File: src/rtl/zone_rate_pkg.sv
// zone_rate_pkg
//   Shared types and constants for the zone rate sequencer: the zone table
//   entry record, the power-on zone table, the system clock rate and the
//   sequencer state encoding.
//   The default table holds eight entries so any NUM_ZONES in 2..8 can load
//   its defaults; only the first NUM_ZONES entries are used.
package zone_rate_pkg;

  localparam int unsigned CLK_HZ    = 200000000;
  localparam int          MAX_ZONES = 8;

  // One zone as software sees it: first track of the zone and the NCO word.
  typedef struct packed {
    logic [15:0] start;
    logic [31:0] fword;
  } zone_entry_t;

  // fword = round(rate * 2^32 / CLK_HZ). Entries 5..7 keep the 16-track
  // spacing and reuse the outermost rate.
  localparam int unsigned DEFAULT_STARTS [MAX_ZONES] =
    '{0, 16, 32, 48, 64, 80, 96, 112};
  localparam int unsigned DEFAULT_FWORDS [MAX_ZONES] =
    '{8452496, 9217000, 10138270, 11265699, 12672301,
      12672301, 12672301, 12672301};

  typedef enum logic [1:0] {
    IDLE    = 2'd0,
    LOOKUP  = 2'd1,
    RESOLVE = 2'd2,
    SETTLE  = 2'd3
  } zr_state_t;

endpackage

File: src/rtl/zone_rate_sequencer_timer.sv
// zone_holdoff_timer
//   Loadable down-counter with a terminal-count flag. Counts down by one per
//   enabled cycle and stops at zero. Used for the post-rate-change settle
//   window and, when debounce is built in, for the track stability count.
// Ports:
//   clk, reset  system clock, synchronous active-high reset
//   load        load load_val (takes priority over en)
//   load_val    value to load
//   en          decrement enable
//   done        count is zero
module zone_holdoff_timer #(
  parameter int W = 8
) (
  input  logic         clk,
  input  logic         reset,
  input  logic         load,
  input  logic [W-1:0] load_val,
  input  logic         en,
  output logic         done
);

  logic [W-1:0] cnt;

  always_ff @(posedge clk) begin
    if (reset) begin
      cnt <= '0;
    end else if (load) begin
      cnt <= load_val;
    end else if (en && (cnt != '0)) begin
      cnt <= cnt - W'(1);
    end
  end

  assign done = (cnt == '0);

endmodule

File: src/rtl/zone_rate_sequencer.sv
// zone_rate_sequencer
//   Maps the head track onto one of NUM_ZONES runtime-programmable zones and
//   drives the NCO frequency word of that zone. A zone change pulses
//   rate_change toward the loop filter and holds a settle window of
//   HOLDOFF_CYCLES cycles. Samples arriving while busy are kept in a
//   one-deep pending slot (newest wins).
//   Optional build macro: ZONE_TRACK_DEBOUNCE_EN -- a track sample is only
//   used after current_track has been identical on track_valid strobes for
//   STABLE_CYCLES consecutive cycles (STABLE_CYCLES >= 2).
// Ports:
//   clk, reset      system clock, synchronous active-high reset
//   enable          zoned mode enable
//   current_track   head track number, qualified by track_valid
//   cfg_wr/idx/start/fword  zone table write port
//   cfg_err         one-cycle pulse: write rejected (busy or bad index)
//   zone            resolved zone
//   freq_word       active NCO frequency word
//   rate_change     one-cycle pulse on zone change
//   settling        high during the settle window
//   busy            high while a lookup or settle window is in progress
//
// state   | meaning
// IDLE    | waiting for a track sample
// LOOKUP  | comparing one table entry per cycle, index 0..NUM_ZONES-1
// RESOLVE | commit result; strobe rate_change if the zone moved
// SETTLE  | holdoff after a rate change, then drain pending sample
module zone_rate_sequencer
  import zone_rate_pkg::*;
#(
  parameter int NUM_ZONES      = 5,
  parameter int TRACK_W        = 8,
  parameter int FWORD_W        = 32,
  parameter int HOLDOFF_CYCLES = 24,
  parameter int STABLE_CYCLES  = 16
) (
  input  logic               clk,
  input  logic               reset,
  input  logic               enable,
  input  logic [TRACK_W-1:0] current_track,
  input  logic               track_valid,
  input  logic               cfg_wr,
  input  logic [2:0]         cfg_idx,
  input  logic [TRACK_W-1:0] cfg_start,
  input  logic [FWORD_W-1:0] cfg_fword,
  output logic               cfg_err,
  output logic [2:0]         zone,
  output logic [FWORD_W-1:0] freq_word,
  output logic               rate_change,
  output logic               settling,
  output logic               busy
);

  localparam logic [2:0] LAST_IDX = 3'(NUM_ZONES - 1);
  localparam int CNT_MAX = (HOLDOFF_CYCLES > STABLE_CYCLES) ? HOLDOFF_CYCLES
                                                            : STABLE_CYCLES;
  localparam int CNT_W = $clog2(CNT_MAX + 1);

  zr_state_t state, state_nxt;

  logic [TRACK_W-1:0] tbl_start [MAX_ZONES];
  logic [FWORD_W-1:0] tbl_fword [MAX_ZONES];

  logic [TRACK_W-1:0] trk_r, last_track, pend_track, pend_eff, samp_track;
  logic               pend_valid, pend_any, force_lookup, samp_valid;
  logic [2:0]         idx, best, zone_r;
  logic [FWORD_W-1:0] freq_r;
  logic               rate_change_r, cfg_err_r, busy_i, cfg_bad, cfg_ok;
  logic               hold_done;

`ifdef ZONE_TRACK_DEBOUNCE_EN
  localparam logic [CNT_W-1:0] DB_LOAD =
    CNT_W'((STABLE_CYCLES >= 2) ? (STABLE_CYCLES - 2) : 0);

  logic [TRACK_W-1:0] db_track;
  logic               db_armed, db_fired, db_done, db_same, tv;

  assign tv      = track_valid & enable;
  assign db_same = db_armed && (current_track == db_track);

  // Count starts on the first strobe of a new value; the STABLE_CYCLES-th
  // identical strobe in a row releases one sample. A missing strobe or a
  // different value restarts the run.
  zone_holdoff_timer #(.W(CNT_W)) u_db_timer (
    .clk      (clk),
    .reset    (reset),
    .load     (tv & ~db_same),
    .load_val (DB_LOAD),
    .en       (tv & db_same),
    .done     (db_done)
  );

  always_ff @(posedge clk) begin
    if (reset || !enable) begin
      db_track <= '0;
      db_armed <= 1'b0;
      db_fired <= 1'b0;
    end else if (!tv) begin
      db_armed <= 1'b0;
    end else if (!db_same) begin
      db_track <= current_track;
      db_armed <= 1'b1;
      db_fired <= 1'b0;
    end else if (db_done) begin
      db_fired <= 1'b1;
    end
  end

  assign samp_valid = tv & db_same & db_done & ~db_fired;
  assign samp_track = db_track;
`else
  assign samp_valid = track_valid & enable;
  assign samp_track = current_track;
`endif

  zone_holdoff_timer #(.W(CNT_W)) u_hold_timer (
    .clk      (clk),
    .reset    (reset),
    .load     ((state == RESOLVE) && (state_nxt == SETTLE)),
    .load_val (CNT_W'(HOLDOFF_CYCLES - 1)),
    .en       (state == SETTLE),
    .done     (hold_done)
  );

  // A sample arriving in the same cycle the pending slot is drained is the
  // newest value and takes precedence.
  assign pend_any = samp_valid | pend_valid;
  assign pend_eff = samp_valid ? samp_track : pend_track;

  // RESOLVE counts as busy so the table cannot move under a lookup result.
  assign busy_i  = (state != IDLE);
  assign cfg_bad = (cfg_idx > LAST_IDX);
  assign cfg_ok  = cfg_wr & ~busy_i & ~cfg_bad;

  always_ff @(posedge clk) begin
    if (reset) state <= IDLE;
    else       state <= state_nxt;
  end

  always_comb begin
    state_nxt = state;
    case (state)
      IDLE:
        if (samp_valid && ((samp_track != last_track) || force_lookup))
          state_nxt = LOOKUP;
      LOOKUP:
        if (idx == LAST_IDX) state_nxt = RESOLVE;
      RESOLVE:
        if (best != zone_r) state_nxt = SETTLE;
        else if (pend_any)  state_nxt = LOOKUP;
        else                state_nxt = IDLE;
      SETTLE:
        if (hold_done) state_nxt = pend_any ? LOOKUP : IDLE;
      default:
        state_nxt = IDLE;
    endcase
    if (!enable) state_nxt = IDLE;
  end

  always_ff @(posedge clk) begin
    if (reset) begin
      for (int i = 0; i < MAX_ZONES; i++) begin
        tbl_start[i] <= TRACK_W'(DEFAULT_STARTS[i]);
        tbl_fword[i] <= FWORD_W'(DEFAULT_FWORDS[i]);
      end
      zone_r        <= '0;
      freq_r        <= FWORD_W'(DEFAULT_FWORDS[0]);
      rate_change_r <= 1'b0;
      cfg_err_r     <= 1'b0;
      trk_r         <= '0;
      last_track    <= '0;
      pend_valid    <= 1'b0;
      pend_track    <= '0;
      force_lookup  <= 1'b1;
      idx           <= '0;
      best          <= '0;
    end else begin
      rate_change_r <= 1'b0;
      cfg_err_r     <= cfg_wr & (busy_i | cfg_bad);

      // Starts are monotonic, so the last entry at or below the track wins.
      if (state == LOOKUP) begin
        if (tbl_start[idx] <= trk_r) best <= idx;
        idx <= idx + 3'd1;
      end else begin
        idx  <= '0;
        best <= '0;
      end

      if (!enable) begin
        zone_r       <= '0;
        freq_r       <= tbl_fword[0];
        pend_valid   <= 1'b0;
        force_lookup <= 1'b1;
      end else begin
        case (state)
          IDLE: begin
            if (samp_valid) trk_r <= samp_track;
          end
          LOOKUP: begin
            if (samp_valid) begin
              pend_valid <= 1'b1;
              pend_track <= samp_track;
            end
          end
          RESOLVE: begin
            last_track   <= trk_r;
            force_lookup <= 1'b0;
            if (state_nxt == SETTLE) begin
              zone_r        <= best;
              freq_r        <= tbl_fword[best];
              rate_change_r <= 1'b1;
              if (samp_valid) begin
                pend_valid <= 1'b1;
                pend_track <= samp_track;
              end
            end else if (state_nxt == LOOKUP) begin
              trk_r      <= pend_eff;
              pend_valid <= 1'b0;
            end
          end
          SETTLE: begin
            if (state_nxt == LOOKUP) begin
              trk_r      <= pend_eff;
              pend_valid <= 1'b0;
            end else if (samp_valid) begin
              pend_valid <= 1'b1;
              pend_track <= samp_track;
            end
          end
          default: ;
        endcase
      end

      if (cfg_ok) begin
        tbl_start[cfg_idx] <= cfg_start;
        tbl_fword[cfg_idx] <= cfg_fword;
        force_lookup       <= 1'b1;
      end
    end
  end

  assign cfg_err     = cfg_err_r;
  assign zone        = zone_r;
  assign freq_word   = freq_r;
  assign rate_change = rate_change_r;
  assign settling    = (state == SETTLE);
  assign busy        = busy_i;

endmodule
File: config.mk
export PLATFORM = sky130hd
export DESIGN_NAME = zone_rate_sequencer
export DESIGN_NICKNAME = d
export VERILOG_FILES = /design/src/rtl/zone_rate_pkg.sv /design/src/rtl/zone_rate_sequencer_timer.sv /design/src/rtl/zone_rate_sequencer.sv
export SDC_FILE = /design/constraint.sdc
export NUM_CORES = 1
export LEC_CHECK = 0
export BUFFER_PORTS_ARGS = -buffer_cell sky130_fd_sc_hd__buf_2
export CAP_MARGIN = 0
export CORE_MARGIN = 2
export CORE_UTILIZATION = 55
export CTS_CLUSTER_DIAMETER = 100
export CTS_CLUSTER_SIZE = 8
export DETAILED_ROUTE_END_ITERATION = 10
export GPL_TIMING_DRIVEN = 0
export PLACE_DENSITY_LB_ADDON = 0.08
export SYNTH_ARGS = -nofsm -noshare
export SYNTH_HDL_FRONTEND = slang
export SYNTH_SLANG_ARGS = --single-unit
File: constraint.sdc
create_clock -name clk -period 3.6 [get_ports clk]
set_input_delay 0.72 -clock clk [delete_from_list [all_inputs] [get_ports clk]]
set_output_delay 0.72 -clock clk [all_outputs]
set_load 0.1 [all_outputs]
==> run summary, run 1 <==
Resize count post-CTS = 2
Initial Util = 55.4%
RSZ-0062 raised after global routing = false
R2R setup slack = 230 ps
Most used DFF post-synth = edfxtp_1
Die Ht = 179 µm
period utilization = 93.7%
pins over their slew limit = 0
status = complete, no violations
Remaining DRCs = 0
final core occ = 65.5%
count leader, synth = edfxtp_1
register bit total from synthesis = 399
CTS hold repair buffers = 0
hold depth = 3
CP arrival = 3530 ps
Hold WC Path Type = in -> reg
most common cell type on the critical path = buf_6
peak supply drop = 395 µV
number of setup buffers added after CTS = 0
vias in the first global route = 10100
Max-cap violations = 0
initial antenna violation count = 3
most area-consuming cells after synthesis = edfxtp_1, mux4_2, dfxtp_1
number of optimization iterations in the first detailed-route pass = 5
via count = 9979
WHS = 445 ps
GPL Wtd Cong = 0.804
final net count = 1402
CP endpoint kind = register
CP delay by family, top = simple AND/OR/NAND/NOR gates
first-pass GRT wire length = 60900 µm
Yosys Warn Count = 0
Yosys cell types = 49
share of layout cells above drive strength 1 = 21.0%
buffer and inverter count on the worst path = 3
Syn Inst Count = 1064
r2r worst-path depth = 7
Worst Min Path Start = current_track[5]
vias per std cell = 5.63
crit-path cells = buf_6 > or2_1 > buf_6 > nor3_4 > and3b_1 > buf_2 > or2_2
syn_area_per_cell = 15.8 µm²
Routed Antenna Nets = 0
DP Cell Count = 1673
fin crit period = 3370 ps
switch share = 22.3%
Worst Setup SP = state[1]
EDFF count, synth = 320
Routed WL per cell = 23.2 µm
Max Fclk = 0.297 GHz
top cell type's share of synthesized area = 57.1%
Detailed Route WL = 41200 µm
Port Buffers = 93
area growth from synthesis to layout = 18.1%
GRT Util Overall = 26.4%
Die ar. = 32000 µm²
Psw = 2.39 mW
largest net degree at the start of global routing = 41
io pins = 95
startpoint types = register
Logic pwr share = 6.1%
ys async rst share = 0%
CTS Buf Count = 55
Design Power = 10.7 mW
Final HPWL DP = 25500 µm
fin cells = 1772
DR iter-0 viols = 773
post-synthesis sequential area ratio = 66.5%
Die X = 179 µm
critical path required time = 3760 ps
Int Power = 8.33 mW
clock root buffer = clkbuf_16
Clk pwr share = 44.6%
Slowest cell on crit path = or2_2
CTS tree = done
R2R Path Start = state[1]
Clk pin slew, worst setup/hold paths = 50 ps
CP peak stage delay = 1070 ps
Static Leak = 7.30 nW
Max-slew headroom = 10.8%
Synth area leader = edfxtp_1
Worst Max-Slew Pin Slew = 1340 ps
Seq pwr share = 49.4%
final setup vio count = 0
Final Hold Fails = 0
Core ar. = 30300 µm²
reg2reg end = tbl_fword[1][22]
post-synthesis cell area = 16800 µm²
Clock Sinks = 399
placed cell area = 18300 µm²
critical setup path kind = reg -> reg
clock latency on the worst-skew pair = 560 ps
Worst Hold End = pend_track[5]
grt ovf = 0
CTS H-Tree Depth = 2
Final Cell Area = 19900 µm²
top cells by count, synth = edfxtp_1, and2_1, mux4_2
# rows = 64
crit path max fanout = 40
clk buf depth = 3
clock skew = 14.4 ps
PwrDens = 540 nW/µm²
==> power groups by stage <==
stage | logic [mW] | clock network (mW) | registers (mW)
after floorplan | 0.297 | 0 | 5.49
after global placement | 0.629 | 0 | 5.38
after detailed placement | 0.646 | 0 | 5.39
after CTS | 0.648 | 4.82 | 5.30
after global routing | 0.697 | 5.02 | 5.31
final | 0.649 | 4.78 | 5.30
==> flip-flops by register name (all words and copies together), names as in the netlist, 2 cells and up, named ones only <==
name,cells
state,2
idx,3
zone,3
last_track,8
tbl_start,64
u_hold_timer.cnt,5
pend_track,8
best,3
trk_r,8
freq_word,32
tbl_fword,256
==> metal layers <==
metal  part of all wire [%]  GRT usage, %  vias to the layer above
met4                    2.6          8.30                        4
met1                     42          36.6                     5022
li1                       -             -                     4508
met3                    6.8          4.05                       80
met2                     49          43.3                      365
met5                  0.066             0                        -
==> placed cells by master (no fill, tap or decap), types with 3 or more instances in the layout <==
master and count:
and2_1 106, conb_1 120, and3_1 33, dfxtp_1 79, or3_1 14, inv_1 17
a21oi_1 20, buf_2 118, nand2b_1 52, nor2_1 34, xnor2_1 9, ha_1 12
xor2_1 7, a211oi_1 10, or2_2 5, mux4_2 80, o21ai_0 43, mux2i_1 60
clkbuf_2 3, nand2_1 12, edfxtp_1 320, a21o_1 9, nand3_1 4, mux2_2 7
buf_6 4, buf_4 3, a32oi_1 23, nor4_1 3, clkbuf_16 57, clkbuf_1 72
nand4_1 6
==> cells by family after synthesis <==
family	after synthesis	share of synthesized area (%)
simple gates	284	10.0
mux	147	14.7
flops	399	66.5
compound gates	116	4.54
other cells	2	0.0446
fa+ha+maj	12	0.892
xor+xnor	16	0.833
buf+inv	88	2.39
==> worst max path at each step <==
stage | endpoint | cells past startpoint
floorplan | register | 10
global placement | tbl_fword[4][24] | 6
detailed placement | tbl_fword[4][18] | 6
CTS | register | 10
global route | best[2] | 10
finish | tbl_fword[1][22] | 7
==> through the flow <==
| step | setup TNS [ps] | worst slack, ps |
|---|---|---|
| 2_1_floorplan | 0 | 811 |
| 3_3_place_gp | -25900 | -571 |
| 3_5_place_dp | -25110 | -578 |
| 4_1_cts | 0 | 229 |
| 5_1_grt | 0 | 6.33 |
| 6_report | 0 | 228 |
==> worst register-to-register path: stages, from the launching register on <==
cell,delay (ps)
dfxtp_1,300
buf_6,130
or2_1,210
buf_6,150
nor3_4,380
and3b_1,350
buf_2,350
or2_2,1070
==> cell type report <==
class / count / area (µm²)
diodes: 2 / 5.00
inverters: 17 / 63.8
repair buffers: 95 / 505
well taps: 396 / 495
clock buffers: 96 / 1570
clock inverters: 1 / 20.0
flip-flops and latches: 399 / 11200
multi-input cells: 695 / 5680
fillers: 2266 / 10500
plain buffers: 71 / 347
Power figures use the tool's default switching activity.
==> run 2: changes to the inputs <==
- CELL_PAD_IN_SITES_DETAIL_PLACEMENT: unset -> 2
- CELL_PAD_IN_SITES_GLOBAL_PLACEMENT: unset -> 2
- CORE_UTILIZATION: 55 -> 45
==> run 2 against run 1 <==
- non-clock buffer count unchanged
- cell area up 0.43%
- critical path depth grew 3
- wire length is 35% higher
==> run summary, run 2 (synthesized netlist as in run 1, its figures left out) <==
status = complete, no violations
Final Hold Fails = 0 (unchanged)
Initial Util = 45.8% (-9.6 points)
share of layout cells above drive strength 1 = 21.1% (+0.027 points)
number of optimization iterations in the first detailed-route pass = 5 (unchanged)
number of flip-flops in the largest register = 256 (unchanged)
Clk pwr share = 44.9% (+0.3 points)
switch share = 24.1% (+1.8 points)
pins over their slew limit = 0 (unchanged)
Core ar. = 36700 µm² (+21%)
grt ovf = 0 (unchanged)
Detailed Route WL = 55500 µm (+35%)
crit path max fanout = 10 (-75%)
# rows = 70 (+9.4%)
Max Fclk = 0.290 GHz (-2.3%)
fillers = 3357 (+48%)
first-pass GRT wire length = 80700 µm (+32%)
period utilization = 95.8% (+2.2 points)
area of the multi-input gates = 5680 µm² (about the same)
met2 GRT Util = 51.5% (+8.2 points)
DP Cell Count = 1743 (+4.2%)
final setup vio count = 0 (unchanged)
Die ar. = 38900 µm² (+22%)
peak supply drop = 421 µV (+6.5%)
critical path required time = 4090 ps (+330 ps)
DP Worst Slack = -762 ps (-184 ps)
clock root buffer = clkbuf_16
Worst Max-Slew Pin Slew = 1460 ps (+117 ps)
startpoint types = register
placed cell area = 18300 µm² (+0.30%)
final net count = 1402 (unchanged)
CTS Buf Count = 55 (unchanged)
DR iter-0 viols = 716 (-7.4%)
initial antenna violation count = 3 (unchanged)
Clock Sinks = 399 (unchanged)
CTS tree = done
crit path setup slack, layout = 150 ps (-77.6 ps)
vias in the first global route = 12100 (+20%)
via count = 10600 (+6.3%)
Max-slew headroom = 2.98% (-7.8 points)
Routed Antenna Nets = 0 (unchanged)
io pins = 95 (unchanged)
Psw = 2.64 mW (+10%)
gr busiest metal = met2
CTS hold repair buffers = 0 (unchanged)
GPL Wtd Cong = 0.747 (-7.1%)
clock latency on the worst-skew pair = 610 ps (+50 ps)
met1 usage = 36.4% (-0.23 points)
GRT Util Overall = 29.3% (+2.9 points)
fin cells = 1848 (+4.3%)
Die Ht = 197 µm (+10%)
Remaining DRCs = 0 (unchanged)
largest reg by FF count = tbl_fword
Clk pin slew, worst setup/hold paths = 60 ps (about the same)
vias per std cell = 5.74 (+2.0%)
fin crit period = 3450 ps (+77.6 ps)
Port Buffers = 93 (unchanged)
PwrDens = 548 nW/µm² (+1.6%)
Max-cap violations = 0 (unchanged)
largest net degree at the start of global routing = 41 (unchanged)
CP arrival = 3940 ps (+410 ps)
CP endpoint kind = register
Final Cell Area = 20000 µm² (+0.43%)
Hold WC Path Type = in -> reg
clk buf depth = 3 (unchanged)
Logic pwr share = 6.4% (+0.3 points)
area growth from synthesis to layout = 18.7%
critical setup path kind = reg -> reg
most frequent cells in the layout = edfxtp_1, conb_1, buf_2, and2_1, mux4_2
commonest non-fill, non-tap cell in the layout = edfxtp_1
Routed WL per cell = 30.0 µm (+29%)
Static Leak = 7.29 nW (-0.16%)
GR Util met3 = 4.49% (+0.44 points)
CTS H-Tree Depth = 2 (unchanged)
Int Power = 8.31 mW (-0.31%)
Final HPWL DP = 33600 µm (+32%)
Die X = 197 µm (+10%)
Seq pwr share = 48.7% (-0.7 points)
clock skew = 17.2 ps (+2.79 ps)
FF/Latch Area = 11200 µm² (unchanged)
-- run 2: cell types whose count changed in the layout (fill, tap and decap cells not counted), sizes merged --
cell | before | now
buf | 129 | 128
clkbuf | 133 | 136
clkinv | 0 | 1
diode | 2 | 3
-- run 2: stage by stage --
stage / hold WS, ps / TNS (ps) / total power, mW / utilization (%)
final: 407 / 0 / 10.9 / 54.4
after global routing: 433 / -45.4 / 11.2 / 54.4
after CTS: 396 / 0 / 11.0 / 54.3
after detailed placement: 439 / -50520 / 6.08 / 49.9
after global placement: 430 / -64690 / 6.03 / 49.9
after floorplan: 450 / 0 / 5.79 / -
-- run 2: path summary, 6_finish.rpt --
check	from	depth (start not counted)	slack, ps	endpoint
min	current_track[5]	3	410	pend_track[5]
min reg2reg	freq_word[14]	1	450	freq_word[14]
max reg2reg	idx[0]	10	150	register
max	idx[0]	10	150	register
-- run 2: final cells by class --
cell class                 instances  area share, %
multi-input combinational        695           28.5
clock buffer                      98           7.81
clock inverter                     2          0.125
buffer                            71           1.79
sequential                       399           56.1
inverter                          17          0.320
timing repair buffer              95           2.47
antenna                            3         0.0376
tap                              468           2.93
-- run 2: worst max-delay path, stage by stage, from the launching register on --
cell and delay (ps):
dfxtp_1 360, clkbuf_4 280, buf_4 290, mux4_2 550, mux2_2 320, ha_1 300
nor2b_1 140, o211ai_1 240, o2111a_1 310, o21ai_0 150, a21oi_1 370
-- run 2: layer usage --
metal | vias up | wire, µm
met4 | 0 | 1850
met5 | - | 0
met1 | 5624 | 22300
li1 | 4500 | -
met3 | 115 | 2750
met2 | 373 | 28600
-- run 2: what timing repair did --
action	CTS	global route
buffers inserted	0	1
pin swaps	0	1
endpoints found under the setup margin	46	6
resized for setup	4	2
-- run 2: power groups by stage --
stage               sequential [mW]  clock, mW  combinational [mW]
finish                         5.33       4.92               0.699
global route                   5.34       5.12               0.743
CTS                            5.33       4.97               0.685
detailed placement             5.41          0               0.671
global placement               5.38          0               0.650
floorplan                      5.49          0               0.297
